===== config.mk =====
export PLATFORM = sky130hd
export DESIGN_NAME = tick_interval_meter
export DESIGN_NICKNAME = d
export VERILOG_FILES = /design/src/rtl/timer_pkg.sv /design/src/rtl/tick_edge_detect.sv /design/src/rtl/tick_interval_meter.sv
export SDC_FILE = /design/constraint.sdc
export NUM_CORES = 1
export LEC_CHECK = 0
export BUFFER_PORTS_ARGS = -buffer_cell sky130_fd_sc_hd__buf_2
export CORE_UTILIZATION = 50
export DETAILED_ROUTE_END_ITERATION = 12
export HOLD_SLACK_MARGIN = 0.05
export PLACE_DENSITY = 0.71
export SYNTH_ARGS = -nofsm -noshare
export SYNTH_HDL_FRONTEND = slang
export SYNTH_SLANG_ARGS = --single-unit

===== constraint.sdc =====
create_clock -name i_clk -period 9.15 [get_ports i_clk]
set_input_delay 0.4575 -clock i_clk [delete_from_list [all_inputs] [get_ports i_clk]]
set_output_delay 0.4575 -clock i_clk [all_outputs]
set_load 0.01 [all_outputs]

===== src/rtl/timer_pkg.sv =====
// Shared timing-infrastructure package for timer and tick_interval_meter.
// Holds the meter state encoding and the ns-conversion saturation helper.
`timescale 1ns/1ps
package timer_pkg;

  typedef enum logic [1:0] {
    ST_IDLE       = 2'd0,
    ST_WAIT_FIRST = 2'd1,
    ST_MEASURE    = 2'd2
  } meter_state_t;

  localparam int unsigned NS_CALC_WIDTH = 64;

  // Clamp a wide cycles*period product to the all-ones value of a narrower result field.
  function automatic logic [NS_CALC_WIDTH-1:0] nsSaturate(
    input logic [NS_CALC_WIDTH-1:0] product,
    input int unsigned              width
  );
    logic [NS_CALC_WIDTH-1:0] limit;
    logic [NS_CALC_WIDTH-1:0] result;
    result = product;
    if (width < NS_CALC_WIDTH) begin
      limit = (64'd1 << width) - 64'd1;
      if (product > limit) begin
        result = limit;
      end
    end
    return result;
  endfunction

endpackage


===== src/rtl/tick_edge_detect.sv =====
// Rising-edge detector for the tick input of tick_interval_meter.
// Define TICK_METER_SYNC_EN to put a 2-flop synchroniser in front of the
// detector so tick_in may be asynchronous to the clock (+2 cycles latency).
`timescale 1ns/1ps
module tick_edge_detect (
  input  logic i_clk,
  input  logic i_sync_reset,
  input  logic i_enable,
  input  logic i_tick,
  output logic o_edge
);

  logic w_tick;
  logic r_tickQ;

`ifdef TICK_METER_SYNC_EN
  logic [1:0] r_sync;

  // Two-stage synchroniser; frozen with the rest of the block when disabled.
  always_ff @(posedge i_clk) begin
    if (i_sync_reset) begin
      r_sync <= 2'b00;
    end else if (i_enable) begin
      r_sync <= {r_sync[0], i_tick};
    end
  end

  assign w_tick = r_sync[1];
`else
  assign w_tick = i_tick;
`endif

  // Previous tick level; held while disabled so re-enable compares against the frozen value.
  always_ff @(posedge i_clk) begin
    if (i_sync_reset) begin
      r_tickQ <= 1'b0;
    end else if (i_enable) begin
      r_tickQ <= w_tick;
    end
  end

  assign o_edge = w_tick & ~r_tickQ;

endmodule


===== src/rtl/tick_interval_meter.sv =====
// Measures rising-edge-to-rising-edge spacing of tick_in in clock cycles and ns.
// Optional TICK_METER_SYNC_EN adds an input synchroniser inside tick_edge_detect.
`timescale 1ns/1ps
module tick_interval_meter
  import timer_pkg::*;
#(
  parameter int unsigned CLK_PERIOD_ns = 20,
  parameter int unsigned COUNT_WIDTH   = 24,
  parameter int unsigned NS_WIDTH      = 32
) (
  input  logic                   i_clk,
  input  logic                   i_sync_reset,
  input  logic                   i_enable,
  input  logic                   i_arm,
  input  logic                   i_tick_in,
  output logic                   o_busy,
  output logic                   o_interval_valid,
  output logic [COUNT_WIDTH-1:0] o_interval_cycles,
  output logic [NS_WIDTH-1:0]    o_interval_ns,
  output logic                   o_overflow
);

  localparam logic [COUNT_WIDTH-1:0] CNT_MAX = '1;

  meter_state_t r_state;
  meter_state_t w_stateNext;
  logic         w_busy;

  logic                     w_edge;
  logic                     w_capture;
  logic                     w_cntFull;
  logic [COUNT_WIDTH-1:0]   r_cnt;
  logic [COUNT_WIDTH-1:0]   w_captureCycles;
  logic [NS_CALC_WIDTH-1:0] w_nsProduct;

  logic                   r_intervalValid;
  logic [COUNT_WIDTH-1:0] r_intervalCycles;
  logic [NS_WIDTH-1:0]    r_intervalNs;
  logic                   r_overflow;

  tick_edge_detect u_edgeDetect (
    .i_clk        (i_clk),
    .i_sync_reset (i_sync_reset),
    .i_enable     (i_enable),
    .i_tick       (i_tick_in),
    .o_edge       (w_edge)
  );

  // State register; reset wins over enable, disabled cycles freeze the state.
  always_ff @(posedge i_clk) begin
    if (i_sync_reset) begin
      r_state <= ST_IDLE;
    end else if (i_enable) begin
      r_state <= w_stateNext;
    end
  end

  // Next-state logic; dropping arm never aborts, it only stops the next interval from starting.
  always_comb begin
    w_stateNext = r_state;
    w_busy      = 1'b0;
    case (r_state)
      ST_IDLE: begin
        if (i_arm) begin
          w_stateNext = ST_WAIT_FIRST;
        end
      end
      ST_WAIT_FIRST: begin
        w_busy = 1'b1;
        if (w_edge) begin
          w_stateNext = ST_MEASURE;
        end
      end
      ST_MEASURE: begin
        w_busy = 1'b1;
        if (w_edge && !i_arm) begin
          w_stateNext = ST_IDLE;
        end
      end
      default: begin
        w_stateNext = ST_IDLE;
      end
    endcase
  end

  assign w_cntFull       = (r_cnt == CNT_MAX);
  assign w_captureCycles = w_cntFull ? CNT_MAX : (r_cnt + COUNT_WIDTH'(1));
  assign w_capture       = (r_state == ST_MEASURE) && w_edge;
  assign w_nsProduct     = NS_CALC_WIDTH'(w_captureCycles) * NS_CALC_WIDTH'(CLK_PERIOD_ns);

  // Cycle counter: cleared by every opening/closing edge, saturating in between.
  always_ff @(posedge i_clk) begin
    if (i_sync_reset) begin
      r_cnt <= '0;
    end else if (i_enable) begin
      case (r_state)
        ST_WAIT_FIRST: begin
          if (w_edge) begin
            r_cnt <= '0;
          end
        end
        ST_MEASURE: begin
          if (w_edge) begin
            r_cnt <= '0;
          end else if (!w_cntFull) begin
            r_cnt <= r_cnt + COUNT_WIDTH'(1);
          end
        end
        default: begin
          r_cnt <= r_cnt;
        end
      endcase
    end
  end

  // Result registers: one-cycle strobe, results held until the next capture.
  always_ff @(posedge i_clk) begin
    if (i_sync_reset) begin
      r_intervalValid  <= 1'b0;
      r_intervalCycles <= '0;
      r_intervalNs     <= '0;
      r_overflow       <= 1'b0;
    end else begin
      r_intervalValid <= i_enable && w_capture;
      if (i_enable && w_capture) begin
        r_intervalCycles <= w_captureCycles;
        r_intervalNs     <= NS_WIDTH'(nsSaturate(w_nsProduct, NS_WIDTH));
        r_overflow       <= w_cntFull;
      end
    end
  end

  assign o_busy            = w_busy;
  assign o_interval_valid  = r_intervalValid;
  assign o_interval_cycles = r_intervalCycles;
  assign o_interval_ns     = r_intervalNs;
  assign o_overflow        = r_overflow;

endmodule


# == Word-level counts from Yosys, hierarchy flattened ==
# Index checks and enable logic that the tools add are counted.
# classes
n_reduce_logical,9
eq_ne,7
muxes,11
order_cmp,1
n_mul,1
addsub,1
bitwise,2
# op_table
operator,n
$mux 24,4
$pmux 24 s2,1
$gt 29x32->1 const B,1
$mux 32,1
$mul 24x3->27 const B,1
$add 24x1->24 const B,1
$eq 24x24->1 const B,1
$reduce_and 4->1,2
$mux 2,3
$ne 2x2->1 const B,3
$pmux 2 s3,1
$logic_and 1x1->1,3
$ne 3x3->1 const B,1
$eq 2x1->1 const B,1
$eq 2x2->1 const B,1
$logic_not 2->1,1
$reduce_bool 2->1,1
$reduce_or 2->1,1
$and 1x1->1,1
$logic_not 1->1,1
$mux 1,1
$not 1->1,1
# totals
in_bits,5
register_bits,85
elab_cells,39

# == Logic depth before layout (Yosys ltp) ==
# depth
ltp_word,5
depth_mapped,17

# == By module ==
# Synthesis repeated with hierarchy kept, for this count alone.
# hier_totals
hier_cells,668
area_unflattened_um2,5240.0
# modules_own_cells
module,area_each_um2,cells_each,n_inst
tick_interval_meter,5200.0,664,1
tick_edge_detect,40.0,4,1

# == Least setup slack after synthesis ==
# OpenSTA, ideal clock, no wires.
# synth_path
kind,register to register
start,register r_cnt[0]
end,register r_intervalNs[23] (netlist: o_interval_ns[23])
synth_period_minus_slack_ns,4.081
setup_slack_ns,5.069
setup_ns,0.117
stages_incl_launch_ff,17
t_arrival_ns,3.964
path_cell_list,dfxtp_1 ha_1 nand3_2 nor4_4 nor3b_2 buf_4 or2_2 ha_1 ha_1 fa_1 a21o_1 a221o_1 a221oi_4 o21ai_2 a21oi_2 xnor2_1 a22o_1
# synth_via
elab_chain_cells,5
elab_cells_between_ends,6
classes_between,add/sub (1); mul (1); order compare (1); eq/ne (1); mux (2)
# synth_rtl
item,line_no,source
"start, declared",tick_interval_meter.sv:32,logic [COUNT_WIDTH-1:0] r_cnt;
"start signal, assigned",tick_interval_meter.sv:106,r_cnt <= r_cnt + COUNT_WIDTH'(1);
"start signal, assigned",tick_interval_meter.sv:110,r_cnt <= r_cnt;
$add 24x1->24 / $eq 24x24->1 (equally long branches),"tick_interval_meter.sv:87, tick_interval_meter.sv:86",
$mux 24 (*),tick_interval_meter.sv:87,assign w_captureCycles = w_cntFull ? CNT_MAX : (r_cnt + COUNT_WIDTH'(1));
net w_captureCycles[1],tick_interval_meter.sv:33,logic [COUNT_WIDTH-1:0] w_captureCycles;
$mul 24x3->27 (*),tick_interval_meter.sv:89,assign w_nsProduct = NS_CALC_WIDTH'(w_captureCycles) * NS_CALC_WIDTH'(CLK_PERIOD_ns);
$gt 29x32->1,timer_pkg.sv:24,if (product > limit) begin
$mux 32 (*),timer_pkg.sv:24,
"end signal, assigned",tick_interval_meter.sv:127,"r_intervalNs <= NS_WIDTH'(nsSaturate(w_nsProduct, NS_WIDTH));"
"end, declared",tick_interval_meter.sv:38,logic [NS_WIDTH-1:0] r_intervalNs;
# The timed path passes the listed nets; every way through them passes the cells marked *.
# A chain may end at the register's enable or synchronous reset.

# == Worst setup path after layout ==
# Ends and elaborated chain as after synthesis.

==> PnR_summary.wiki <==
{| class="wikitable"
! Metric !! Value
|-
| Worst hold path type || in2reg
|-
| Final std cell area, no fill || 5470 um^2
|-
| Post-synth top area share || 0.315
|-
| Cell variety after synth || 61
|-
| Post-Synthesis Mean Instance Area || 8.04 um^2
|-
| Clock transition at the registers of the reported paths || 0.08 ns
|-
| Portion of the post-synthesis area used by sequential elements || 0.315
|-
| Post-CTS resize count || 0
|-
| First-pass iteration count of the detailed router || 4
|-
| Postcts setup bufs || 0
|-
| Worst-case setup slack after placement || 4.36 ns
|-
| Starting density of the core || 0.527
|-
| Largest net degree at the start of global routing || 53
|-
| Routed Antenna Nets || 0
|-
| Crit-path max FO || 12
|-
| Via density per instance || 5.70
|-
| Number of max-capacitance violations reported || 0
|-
| Cell accounting for the most synthesized area || sky130_fd_sc_hd__dfxtp_1
|-
| Delay of the slowest cell on the worst path || 0.73 ns
|-
| Number of design-rule violations left by the first detailed-router iteration || 216
|-
| Post-Route Hold Slack || 0.353 ns
|-
| Startpoint class of the critical path || register
|-
| Cells along the critical path || ha_1 -> nand3_2 -> nor4_4 -> nor3b_2 -> or2_2 -> ha_1 -> ha_1 -> fa_1 -> a21o_1 -> a221o_1 -> a221oi_4 -> o21ai_2 -> a21oi_2 -> xnor2_1 -> a22o_1
|-
| H-tree level count || 3
|-
| Placeable core region || 9420 um^2
|-
| Count of synthesis-stage warnings from yosys || 0
|-
| Pins Over Slew Limit || 0
|-
| Slowest cell on crit path || sky130_fd_sc_hd__nor3b_2
|-
| Fraction of final layout cells with drive strength greater than 1 || 0.145
|-
| Cell at the root of the clock tree || sky130_fd_sc_hd__clkbuf_8
|-
| Input/output buffers || 58
|-
| Area Overhead vs Synth || 10.3%
|-
| Fmax || 205 MHz
|-
| Power density of the placed cells || 130 nW/um^2
|-
| Clock skew after layout || 0.0121 ns
|-
| Weighted congestion at the end of routability-driven global placement || 0.865
|-
| Setup repair after global routing missed its margin || no
|-
| Global-route total usage across every layer || 0.244
|-
| Global-route wire length before repair || 20100 um
|-
| Total negative slack for setup checks || 0 ns
|-
| EDFF count, synth || 0
|-
| Worst slew pin tran || 0.833 ns
|-
| Final Critical Period || 4.88 ns
|-
| Std-Cell Rows || 35
|-
| Number of antenna diodes || 0
|-
| DR WL/cell || 15.3 um
|-
| Kind of end point of the critical path || register
|-
| Buffer depth of the longest clock path || 2
|-
| Combined area of all synthesized cells || 4960 um^2
|-
| Clock tree from TritonCTS || done
|-
| Finish-stage setup viols || 0
|-
| Final HPWL from detailed placement || 8710 um
|-
| Final cycle utilization of the critical path || 0.533
|-
| Floorplan die area || 10300 um^2
|-
| CP Class || reg2reg
|-
| Initial antenna violation count || 0
|-
| Number of sinks driven by the clock tree || 78
|-
| Relative max-transition margin || 0.443
|-
| TritonCTS buffer count || 9
|-
| Height of the chip || 102 um
|-
| Worst Path Required || 9.41 ns
|-
| I/O pin total || 64
|-
| Top_reg_cell synth || sky130_fd_sc_hd__dfxtp_1
|-
| Insertion delay of the later-clocked pin in the worst-skew pair || 0.36 ns
|-
| Remaining routing DRC violations || 0
|-
| Max IR drop VDD || 0.0565 mV
|-
| Via count || 4484
|-
| Status || complete, no violations
|-
| Leakage || 0.00255 uW
|-
| Die extent in x || 102 um
|-
| Most frequent cells after synthesis || sky130_fd_sc_hd__dfxtp_1, sky130_fd_sc_hd__nand2_1, sky130_fd_sc_hd__nor2_1
|-
| Post-CTS Hold Buffers || 0
|-
| Critical Path Most Common Cell || sky130_fd_sc_hd__ha_1
|-
| Final-stage net count || 704
|-
| Total length of routed wires || 12000 um
|-
| Total gr overflow || 0
|-
| Number of register bits inferred by synthesis || 78
|-
| Hold violation count in the final report || 0
|-
| Placed cell areas || 5260 um^2
|-
| Async S/R FF share, synth || 0
|-
| Arrival @ worst endpoint || 5.13 ns
|-
| Cell types with the largest area share after synthesis || sky130_fd_sc_hd__dfxtp_1, sky130_fd_sc_hd__ha_1, sky130_fd_sc_hd__nand2_1
|-
| Number of instances in the synthesized netlist || 617
|-
| Final worst-path setup slack || 4.27 ns
|-
| Via count of the first global-routing pass || 4190
|}
[cells by family after synthesis]
group / Yosys count / share of synthesized area
XOR/XNOR: 31 / 0.0547
AND/OR/NAND/NOR: 246 / 0.246
AO/OA/AOI/OAI: 159 / 0.203
multiplexers: 7 / 0.0151
other: 1 / 0.000756
buffers and inverters: 48 / 0.0456
flip-flops: 78 / 0.315
adder cells (fa/ha/maj): 47 / 0.120
[stage by stage]
stage | power [uW] | utilization | std cells
2_1_floorplan | 411 | - | 621
3_3_place_gp | 427 | 0.558 | 770
3_5_place_dp | 428 | 0.558 | 770
4_1_cts | 718 | 0.581 | 786
5_1_grt | 741 | 0.581 | 786
6_report | 713 | 0.581 | 786
[report_power, final]
group | total (uW) | leakage [uW] | internal (uW) | switching, uW
combinational | 71.3 | 0.00182 | 23.8 | 47.4
clock | 291 | 0.0000998 | 154 | 137
sequential | 350 | 0.000629 | 345 | 5.24
total | 713 | 0.00255 | 523 | 190
[registers in the layout, indices dropped and copies added, names as in the netlist]
name and cells:
o_interval_cycles 24, o_interval_ns 25, o_interval_valid 1, o_overflow 1
r_cnt 24, r_state 2, u_edgeDetect.r_tickQ 1
[worst max-delay path: cells and delay by family, from the launching register on]
family	cells	cell delay, ns
AO/OA/AOI/OAI	6	1.48
XOR/XNOR	1	0.08
adder cells (fa/ha/maj)	4	1.18
flip-flops	1	0.41
AND/OR/NAND/NOR	4	1.61
[final timing paths]
kind	startpoint	end	slack, ns	cells after the start
setup / recovery	r_cnt[0]	o_interval_ns[23]	4.27	15
hold / removal	i_tick_in	u_edgeDetect.r_tickQ	0.35	3
setup reg to reg	r_cnt[0]	o_interval_ns[23]	4.27	15
hold reg to reg	o_interval_ns[28]	o_interval_ns[28]	0.45	2
[area by class of cell]
cell class	instances	area (um^2)
inverters	7	26.3
fillers	865	3940
clock buffers	11	131
well taps	129	161
flip-flops and latches	78	1560
clock inverters	5	83.8
multi-input cells	495	3200
repair buffers	61	313
[metal layers]
| metal | up-vias | wire length (um) | global-route usage |
|---|---|---|---|
| met4 | 0 | 150 | 0.0870 |
| met2 | 96 | 5490 | 0.395 |
| met1 | 2093 | 5910 | 0.331 |
| met5 | - | 0 | 0 |
| li1 | 2280 | - | - |
| met3 | 15 | 457 | 0.0345 |
[cells in the final DEF (no fill, tap or decap), types with 4 or more instances in the layout]
| master | Yosys | routed |
|---|---|---|
| sky130_fd_sc_hd__ha_1 | 46 | 46 |
| sky130_fd_sc_hd__xor2_1 | 13 | 13 |
| sky130_fd_sc_hd__xnor2_1 | 18 | 18 |
| sky130_fd_sc_hd__o211ai_1 | 6 | 6 |
| sky130_fd_sc_hd__nor3_1 | 22 | 22 |
| sky130_fd_sc_hd__o21ai_0 | 34 | 34 |
| sky130_fd_sc_hd__dfxtp_1 | 78 | 78 |
| sky130_fd_sc_hd__buf_2 | 1 | 58 |
| sky130_fd_sc_hd__nand4_1 | 9 | 9 |
| sky130_fd_sc_hd__a32o_1 | 4 | 4 |
| sky130_fd_sc_hd__a21oi_1 | 57 | 57 |
| sky130_fd_sc_hd__nor2_1 | 68 | 67 |
| sky130_fd_sc_hd__nand3b_1 | 4 | 4 |
| sky130_fd_sc_hd__or3_1 | 4 | 4 |
| sky130_fd_sc_hd__conb_1 | 1 | 5 |
| sky130_fd_sc_hd__and3_1 | 9 | 9 |
| sky130_fd_sc_hd__and4_1 | 4 | 4 |
| sky130_fd_sc_hd__nand2_1 | 78 | 78 |
| sky130_fd_sc_hd__nand3_1 | 21 | 21 |
| sky130_fd_sc_hd__inv_1 | 7 | 7 |
| sky130_fd_sc_hd__a211oi_1 | 11 | 11 |
| sky130_fd_sc_hd__o21a_1 | 6 | 6 |
| sky130_fd_sc_hd__clkbuf_8 | 0 | 9 |
| sky130_fd_sc_hd__a22o_1 | 6 | 6 |
| sky130_fd_sc_hd__a21o_1 | 9 | 9 |
| sky130_fd_sc_hd__a31oi_1 | 7 | 7 |
| sky130_fd_sc_hd__mux2i_1 | 6 | 6 |
(Power assumes the default switching activity.)
